**src/rtl/motor_cmd_if.sv**
```systemverilog
// Command handshake between the user-input decoder and the motor command sequencer.
interface motor_cmd_if #(
   parameter int unsigned DUR_W = 8
) ();
   logic             cmd_valid;
   logic             cmd_ready;
   logic [1:0]       cmd_dir;
   logic [1:0]       cmd_torque;
   logic [DUR_W-1:0] cmd_duration;

   modport master (
      output cmd_valid, cmd_dir, cmd_torque, cmd_duration,
      input  cmd_ready
   );

   modport slave (
      input  cmd_valid, cmd_dir, cmd_torque, cmd_duration,
      output cmd_ready
   );
endinterface

```
**src/rtl/motor_cmd_sequencer.sv**
```systemverilog
// Runs one drive command at a time: soft-start ramp, timed hold, soft-stop ramp,
// with a level-sensitive emergency stop that overrides everything but reset.
module motor_cmd_sequencer #(
   parameter int unsigned TICK_DIV = 50000,
   parameter int unsigned DUR_W    = 8
) (
   input  logic       clk,
   input  logic       rst_n,
   motor_cmd_if.slave cmd,
   input  logic       estop,
   output logic       enable,
   output logic [1:0] instruction,
   output logic [1:0] torque,
   output logic       busy,
   output logic       done,
   output logic       fault
);
   localparam int unsigned PW = (TICK_DIV > 1) ? $clog2(TICK_DIV) : 1;

   typedef enum logic [2:0] {StIdle, StRampUp, StHold, StRampDown, StFault} state_e;

   state_e           r_state, w_state_nxt;
   logic             r_enable, w_enable_nxt;
   logic [1:0]       r_instr, w_instr_nxt;
   logic [1:0]       r_torque, w_torque_nxt;
   logic [1:0]       r_target, w_target_nxt;
   logic [DUR_W-1:0] r_dur, w_dur_nxt;
   logic [DUR_W-1:0] r_hold, w_hold_nxt;
   logic [PW-1:0]    r_presc, w_presc_nxt;
   logic             r_busy, w_busy_nxt;
   logic             r_done, w_done_nxt;
   logic             r_fault, w_fault_nxt;
   logic             w_tick;
   logic [1:0]       w_torque_inc, w_torque_dec;

   assign cmd.cmd_ready  = (r_state == StIdle) && !estop;
   assign w_tick         = r_busy && (r_presc == PW'(TICK_DIV - 1));
   assign w_torque_inc   = r_torque + 2'd1;
   assign w_torque_dec   = r_torque - 2'd1;

   always_ff @(posedge clk) begin
      if (!rst_n) begin
         r_state  <= StIdle;
         r_enable <= 1'b0;
         r_instr  <= 2'b00;
         r_torque <= 2'b00;
         r_target <= 2'b00;
         r_dur    <= '0;
         r_hold   <= '0;
         r_presc  <= '0;
         r_busy   <= 1'b0;
         r_done   <= 1'b0;
         r_fault  <= 1'b0;
      end else begin
         r_state  <= w_state_nxt;
         r_enable <= w_enable_nxt;
         r_instr  <= w_instr_nxt;
         r_torque <= w_torque_nxt;
         r_target <= w_target_nxt;
         r_dur    <= w_dur_nxt;
         r_hold   <= w_hold_nxt;
         r_presc  <= w_presc_nxt;
         r_busy   <= w_busy_nxt;
         r_done   <= w_done_nxt;
         r_fault  <= w_fault_nxt;
      end
   end

   always_comb begin
      w_state_nxt  = r_state;
      w_enable_nxt = r_enable;
      w_instr_nxt  = r_instr;
      w_torque_nxt = r_torque;
      w_target_nxt = r_target;
      w_dur_nxt    = r_dur;
      w_hold_nxt   = r_hold;
      w_presc_nxt  = r_presc;
      w_done_nxt   = 1'b0;
      w_fault_nxt  = 1'b0;

      if (r_busy) begin
         w_presc_nxt = w_tick ? '0 : r_presc + PW'(1);
      end

      // Emergency stop forces a safe output state; instruction keeps its last value.
      if (estop) begin
         w_state_nxt  = StFault;
         w_enable_nxt = 1'b0;
         w_torque_nxt = 2'b00;
         w_presc_nxt  = '0;
         w_fault_nxt  = 1'b1;
      end else begin
         unique case (r_state)
            StIdle: begin
               if (cmd.cmd_valid) begin
                  w_instr_nxt  = cmd.cmd_dir;
                  w_enable_nxt = 1'b1;
                  w_torque_nxt = 2'b00;
                  w_target_nxt = cmd.cmd_torque;
                  w_dur_nxt    = cmd.cmd_duration;
                  w_presc_nxt  = '0;
                  if (cmd.cmd_torque != 2'b00) begin
                     w_state_nxt = StRampUp;
                  end else begin
                     w_state_nxt = StHold;
                     w_hold_nxt  = cmd.cmd_duration;
                  end
               end
            end
            StRampUp: begin
               if (w_tick) begin
                  w_torque_nxt = w_torque_inc;
                  if (w_torque_inc == r_target) begin
                     w_state_nxt = StHold;
                     w_hold_nxt  = r_dur;
                  end
               end
            end
            StHold: begin
               if (w_tick) begin
                  if (r_hold != '0) begin
                     w_hold_nxt = r_hold - DUR_W'(1);
                  end else if (r_torque != 2'b00) begin
                     w_state_nxt = StRampDown;
                  end else begin
                     w_state_nxt  = StIdle;
                     w_enable_nxt = 1'b0;
                     w_done_nxt   = 1'b1;
                  end
               end
            end
            StRampDown: begin
               if (w_tick) begin
                  w_torque_nxt = w_torque_dec;
                  if (w_torque_dec == 2'b00) begin
                     w_state_nxt  = StIdle;
                     w_enable_nxt = 1'b0;
                     w_done_nxt   = 1'b1;
                  end
               end
            end
            StFault: begin
               w_state_nxt = StIdle;
            end
            default: begin
               w_state_nxt  = StIdle;
               w_enable_nxt = 1'b0;
               w_torque_nxt = 2'b00;
            end
         endcase
      end

      w_busy_nxt = (w_state_nxt == StRampUp) || (w_state_nxt == StHold) ||
                   (w_state_nxt == StRampDown);
   end

   assign enable      = r_enable;
   assign instruction = r_instr;
   assign torque      = r_torque;
   assign busy        = r_busy;
   assign done        = r_done;
   assign fault       = r_fault;
endmodule

```
**src/flat_wrapper.sv**
```systemverilog
// flat-port wrapper written by rule: the top's interface ports become plain ports
module motor_cmd_sequencer_flat 
#(
   parameter int unsigned TICK_DIV = 50000,
   parameter int unsigned DUR_W    = 8
)
  (clk, rst_n, estop, enable, instruction, torque, busy, done, fault, cmd_cmd_valid, cmd_cmd_dir, cmd_cmd_torque, cmd_cmd_duration, cmd_cmd_ready);
  motor_cmd_if #(.DUR_W(DUR_W)) cmd_i ();
  input  logic clk;
  input  logic rst_n;
  input  logic estop;
  output logic enable;
  output logic [1:0] instruction;
  output logic [1:0] torque;
  output logic busy;
  output logic done;
  output logic fault;
  input wire logic [$bits(cmd_i.cmd_valid)-1:0] cmd_cmd_valid;
  input wire logic [$bits(cmd_i.cmd_dir)-1:0] cmd_cmd_dir;
  input wire logic [$bits(cmd_i.cmd_torque)-1:0] cmd_cmd_torque;
  input wire logic [$bits(cmd_i.cmd_duration)-1:0] cmd_cmd_duration;
  output wire logic [$bits(cmd_i.cmd_ready)-1:0] cmd_cmd_ready;
  assign cmd_i.cmd_valid = cmd_cmd_valid;
  assign cmd_i.cmd_dir = cmd_cmd_dir;
  assign cmd_i.cmd_torque = cmd_cmd_torque;
  assign cmd_i.cmd_duration = cmd_cmd_duration;
  assign cmd_cmd_ready = cmd_i.cmd_ready;
  motor_cmd_sequencer #(.TICK_DIV(TICK_DIV), .DUR_W(DUR_W)) u_core (.clk(clk), .rst_n(rst_n), .cmd(cmd_i), .estop(estop), .enable(enable), .instruction(instruction), .torque(torque), .busy(busy), .done(done), .fault(fault));
endmodule
```
**config.mk**
```make
export PLATFORM = sky130hd
export DESIGN_NAME = motor_cmd_sequencer_flat
export DESIGN_NICKNAME = d
export VERILOG_FILES = /design/src/rtl/motor_cmd_if.sv /design/src/rtl/motor_cmd_sequencer.sv /design/src/flat_wrapper.sv
export SDC_FILE = /design/constraint.sdc
export NUM_CORES = 1
export LEC_CHECK = 0
export BUFFER_PORTS_ARGS = -buffer_cell sky130_fd_sc_hd__buf_2
export CORE_ASPECT_RATIO = 0.9
export CORE_UTILIZATION = 40
export CTS_BUF_LIST = sky130_fd_sc_hd__clkbuf_8
export DETAILED_ROUTE_END_ITERATION = 10
export MAX_ROUTING_LAYER = met4
export PLACE_DENSITY = 0.7
export SLEW_MARGIN = 10
export SYNTH_ARGS = -nofsm -noshare
export SYNTH_HDL_FRONTEND = slang
export SYNTH_SLANG_ARGS = --single-unit
export TNS_END_PERCENT = 20
```
**constraint.sdc**
```tcl
create_clock -name clk -period 5.1 [get_ports clk]
set_input_delay 1.02 -clock clk [delete_from_list [all_inputs] [get_ports clk]]
set_output_delay 1.02 -clock clk [all_outputs]
set_load 0.01 [all_outputs]
```
# Yosys cells after proc, flatten, opt, wreduce, memory -nomap -nowiden
# Cells that the tools add are included.
# classes
n_reduce_logical	18
n_bitwise	4
n_eq_ne	19
muxes	40
addsub	4
# op_table
operator	n
two-way mux 16 bit	4
two-way mux 8 bit	6
two-way mux 3 bit	8
case mux 8 bit (3 select lines)	1
adder 16 x 1 -> 16 bit, second input constant	1
equality test 16 bit, second input constant	1
equality test 3 x 2 -> 1 bit, second input constant	4
two-way mux 1 bit	12
!= test 2 x 1 -> 1 bit, second input constant	6
case mux 3 bit (4 select lines)	1
two-way mux 2 bit	5
!= test 2 bit, second input constant	4
case mux 2 bit (4 select lines)	1
AND reduction 8 bit	1
nonzero test 8 bit	1
subtractor 8 x 1 -> 8 bit, second input constant	1
AND reduction 7 bit	1
equality test 3 x 1 -> 1 bit, second input constant	2
OR reduction 2 bit	3
NOT 1 bit	4
case mux 1 bit (4 select lines)	1
AND reduction 4 bit	1
nonzero test 2 bit	2
equality test 3 bit, second input constant	1
other kinds (11)	13
# totals
output_inout_bits	9
elab_cells	96
ff_bits	45

# Depth between registers and ports, before layout
# depth
word_depth	9
depth_mapped	9
ltp_nobuf	7

# Worst setup path after synthesis
# OpenSTA, ideal clock, no wires.
# synth_path
kind	input to register
startpoint	input estop
endpoint	register u_core.r_hold[6]
arrival_ns	2.371
setup_slack_ns	2.600
path_buffers	2
cell_stages	7
cell_sequence	or4b_2 a21oi_1 o32a_1 buf_2 and2_1 buf_2 a311oi_1
# synth_via
elab_chain_len	2
# synth_lines
element	line	source
start: declaration	flat_wrapper.sv:11	input logic estop;
NOT 1 bit (no line)	-	
AND reduction 8 bit (no line)	-	
end signal: assignment	motor_cmd_sequencer.sv:61	r_hold <= w_hold_nxt;
end: declaration	motor_cmd_sequencer.sv:28	logic [DUR_W-1:0] r_hold, w_hold_nxt;
# No other way between the ends.
# A chain may end at the register's enable or synchronous reset.

# Worst setup path after layout
# layout_path
startpoint	register u_core.r_presc[0]
endpoint	register u_core.r_hold[7]
# layout_via
elab_chain_len	4
# layout_lines
element	line	source
start: declaration	motor_cmd_sequencer.sv:29	logic [PW-1:0] r_presc, w_presc_nxt;
start signal: assignment	motor_cmd_sequencer.sv:62	r_presc <= w_presc_nxt;
equality test 16 bit (*)	motor_cmd_sequencer.sv:37	assign w_tick = r_busy && (r_presc == PW'(TICK_DIV - 1));
logical AND 1 bit (*)	motor_cmd_sequencer.sv:37	
!= test 2 x 1 -> 1 bit (no line)	-	
AND reduction 8 bit (no line) (*)	-	
# Mark *: on every way between the ends. The rest lies on a longest branch, timed or not.

==> reports/results.txt <==
post-synthesis cell count -> 267
Yosys reg bits -> 45
Worst Clk Skew -> 0.00886 ns
Multi-input gate area -> 1290 sq um
first drt pass iteration count -> 4
area delta synth->final -> 9.79%
commonest non-fill, non-tap cells in the layout -> dfxtp_1 (45), nor2_1 (35), buf_2 (24), nand2_1 (16)
Max Root-Sink Buffers -> 2
Pwr Density -> 251 nW/um^2
fmax -> 381 MHz
Crit path arrival time -> 2.80 ns
DRT antenna net count -> 0
Slowest-stage cell, CP -> dfxtp_1
CP Launch Type -> register
CP required -> 5.27 ns
ANT cells -> 0
Post-CTS Setup Bufs -> 0
H-Tree Depth -> 2
Synth Warn # -> 0
Root Driver -> clkbuf_8
syn_area_per_cell -> 8.62 sq um
Setup TNS Final -> 0 ns
share of layout cells above drive strength 1 -> 16.3%
Compound-Gate Fraction of Synth Area -> 15.8%
async set-reset flop share out of synthesis -> 0%
sequential share of the synthesized area -> 39.2%
Post-DP HPWL -> 3.54 mm
storage element area -> 901 sq um
TritonCTS Buffers -> 5
CTS sink count -> 45
synthesized area -> 2300 sq um
# fillers -> 527
Worst path depth -> 6
Fin Hold WS -> 0.500 ns
Crit path max-delay family -> simple AND/OR/NAND/NOR gates
CP Max Fanout -> 9
global-route wire length before repair -> 8.56 mm
Synthesized Nets -> 288
VDD IR max -> 0.117 mV
die area -> 6060 sq um
DR WL/cell -> 14.3 microns
RSZ-0062 raised after global routing -> false
Starting Density -> 42.8%
reg2reg path depth -> 6
GRT overflow -> 0
Worst Hold Depth -> 2
Main synth FF type -> dfxtp_1
Hold Vio Cnt, Final -> 0
CTS tree -> yes
worst skew pair latency -> 0.30 ns
Final Critical Period -> 2.63 ns
Crit path largest cell delay -> 0.50 ns
adder-cell area share of the yosys netlist -> 2.72%
max-slew violation count -> 0
Final Util -> 47.0%
final critical-path share of the clock period -> 51.5%
Bufs and invs on worst path -> 0
row count -> 25
largest family of logic cells by synthesized area -> simple AND/OR/NAND/NOR gates
core area -> 5380 sq um
Synth Area in XOR/XNOR -> 6.09%
commonest non-fill, non-tap cell in the layout -> dfxtp_1
status -> finished, final reports clean
drt total wl -> 5.00 mm
hold bufs inserted after CTS -> 0
Post-synth EDFFs -> 0
Setup-failing EPs final -> 0
CTS resizes -> 0
largest net degree at the start of global routing -> 18
worst slew pin tran -> 0.798 ns
clock slew at reported path FFs -> 0.09 ns
vias in the first global route -> 1799
Post-route DRC -> 0
initial DRC count -> 193
Ports -> 25
gr usage total -> 18.7%
# nets final -> 303
routability cong. -> 0.879
total number of vias -> 1981
IO Port Bufs -> 24
Post-Synth Simple-Gate Area -> 25.5%
chip height -> 74.0 microns
distinct cell type count after synthesis -> 48
critical path class -> register to register
via/cell ratio -> 5.66
multiplexer share of the synthesized area -> 6.09%
Max Cap Violations -> 0
Critical Path End Type -> register
Rel. slew slack -> 46.6%
Pleak -> 0.953 nW
Die Wd -> 81.9 microns
Hold Path Class -> register to register
initial antenna violation count -> 0
crit-path cells -> ha_1, nand4_1, nor4_1, o32a_1, and2_1, a311oi_1
==> synthesized netlist by cell type (2+ instances only) <==
library cell  number  area (sq um)
a211oi_1           5          37.5
a21oi_1           14          70.1
a221o_1            3          30.0
a221oi_1           3          26.3
a22oi_1            2          15.0
a311oi_1           2          17.5
a31o_2             3          26.3
a31oi_1            6          37.5
and2_1             3          18.8
buf_2              7          35.0
clkbuf_1           9          33.8
dfxtp_1           45           901
ha_1               5          62.6
inv_1              8          30.0
mux2i_1           14           140
nand2_1           16          60.1
nand2b_1           3          18.8
nand3_1            5          25.0
nand4_1            6          37.5
nand4bb_1          2          22.5
nor2_1            35           131
nor3_1            11          55.1
nor4_1             7          43.8
nor4b_1            2          17.5
o21a_1             2          15.0
o21ai_0            5          25.0
or2_2              2          12.5
or3_1              6          37.5
or4_1              3          22.5
xnor2_1            6          52.6
xor2_1            10          87.6
==> kinds of logic after synthesis <==
group                    count (synthesis)
AO/OA/AOI/OAI                           51
AND/OR/NAND/NOR                        110
buffers and inverters                   26
XOR/XNOR                                16
adder cells (fa/ha/maj)                  5
flip-flops                              45
multiplexers                            14
==> through the flow <==
stage          power (mW)  worst slack, ns  instances  area (sq um)
6_report            0.635             2.47        350          2530
5_1_grt             0.662             2.34        350          2530
4_1_cts             0.643             2.50        350          2530
3_5_place_dp        0.425             2.26        342          2440
3_3_place_gp        0.425             2.26        342          2440
2_1_floorplan       0.408             2.60        267          2300
==> area by class of cell <==
class / instances / share of cell area [%]
clock inverter: 3 / 0.693
tap: 67 / 3.32
inverter: 9 / 1.34
sequential: 45 / 35.7
clock buffer: 5 / 2.72
multi-input combinational: 196 / 51.2
timing repair buffer: 25 / 5.05
==> worst reg2reg max path, delay by kind of cell (launching register included) <==
kind	cells	cell delay, ns
and+or+nand+nor	3	1.05
DFF	1	0.50
adders and majority gates	1	0.37
AOI/OAI and AO/OA	2	0.58
==> metal layers <==
metal	vias up	global-route usage (%)	part of all wire (%)
li1	1007	-	-
met1	906	27.6	53
met2	63	25.3	39
met3	5	3.93	7.2
met4	0	5.26	0.90
met5	-	-	0
==> flip-flops by register name (all words and copies together) (netlist names) <==
name                flops
u_core.done             1
u_core.r_target         2
u_core.fault            1
u_core.torque           2
u_core.instruction      2
u_core.r_hold           8
u_core.enable           1
u_core.busy             1
u_core.r_state          3
u_core.r_presc         16
u_core.r_dur            8
==> power by group <==
part           switching (mW)  internal (mW)
clock network           0.123         0.0947
logic                  0.0299         0.0231
registers             0.00635          0.358
total                   0.159          0.476
==> path summary, 6_finish.rpt <==
kind,slack (ns),end,start
max,2.47,u_core.r_hold[7]$_SDFFE_PN0P_,u_core.r_presc[0]$_SDFF_PP0_
max reg2reg,2.47,u_core.r_hold[7]$_SDFFE_PN0P_,u_core.r_presc[0]$_SDFF_PP0_
min reg2reg,0.50,u_core.instruction[0]$_SDFFE_PN0P_,u_core.instruction[0]$_SDFFE_PN0P_
min,0.50,u_core.instruction[0]$_SDFFE_PN0P_,u_core.instruction[0]$_SDFFE_PN0P_
Note: power is estimated with default switching activity, not from simulation.
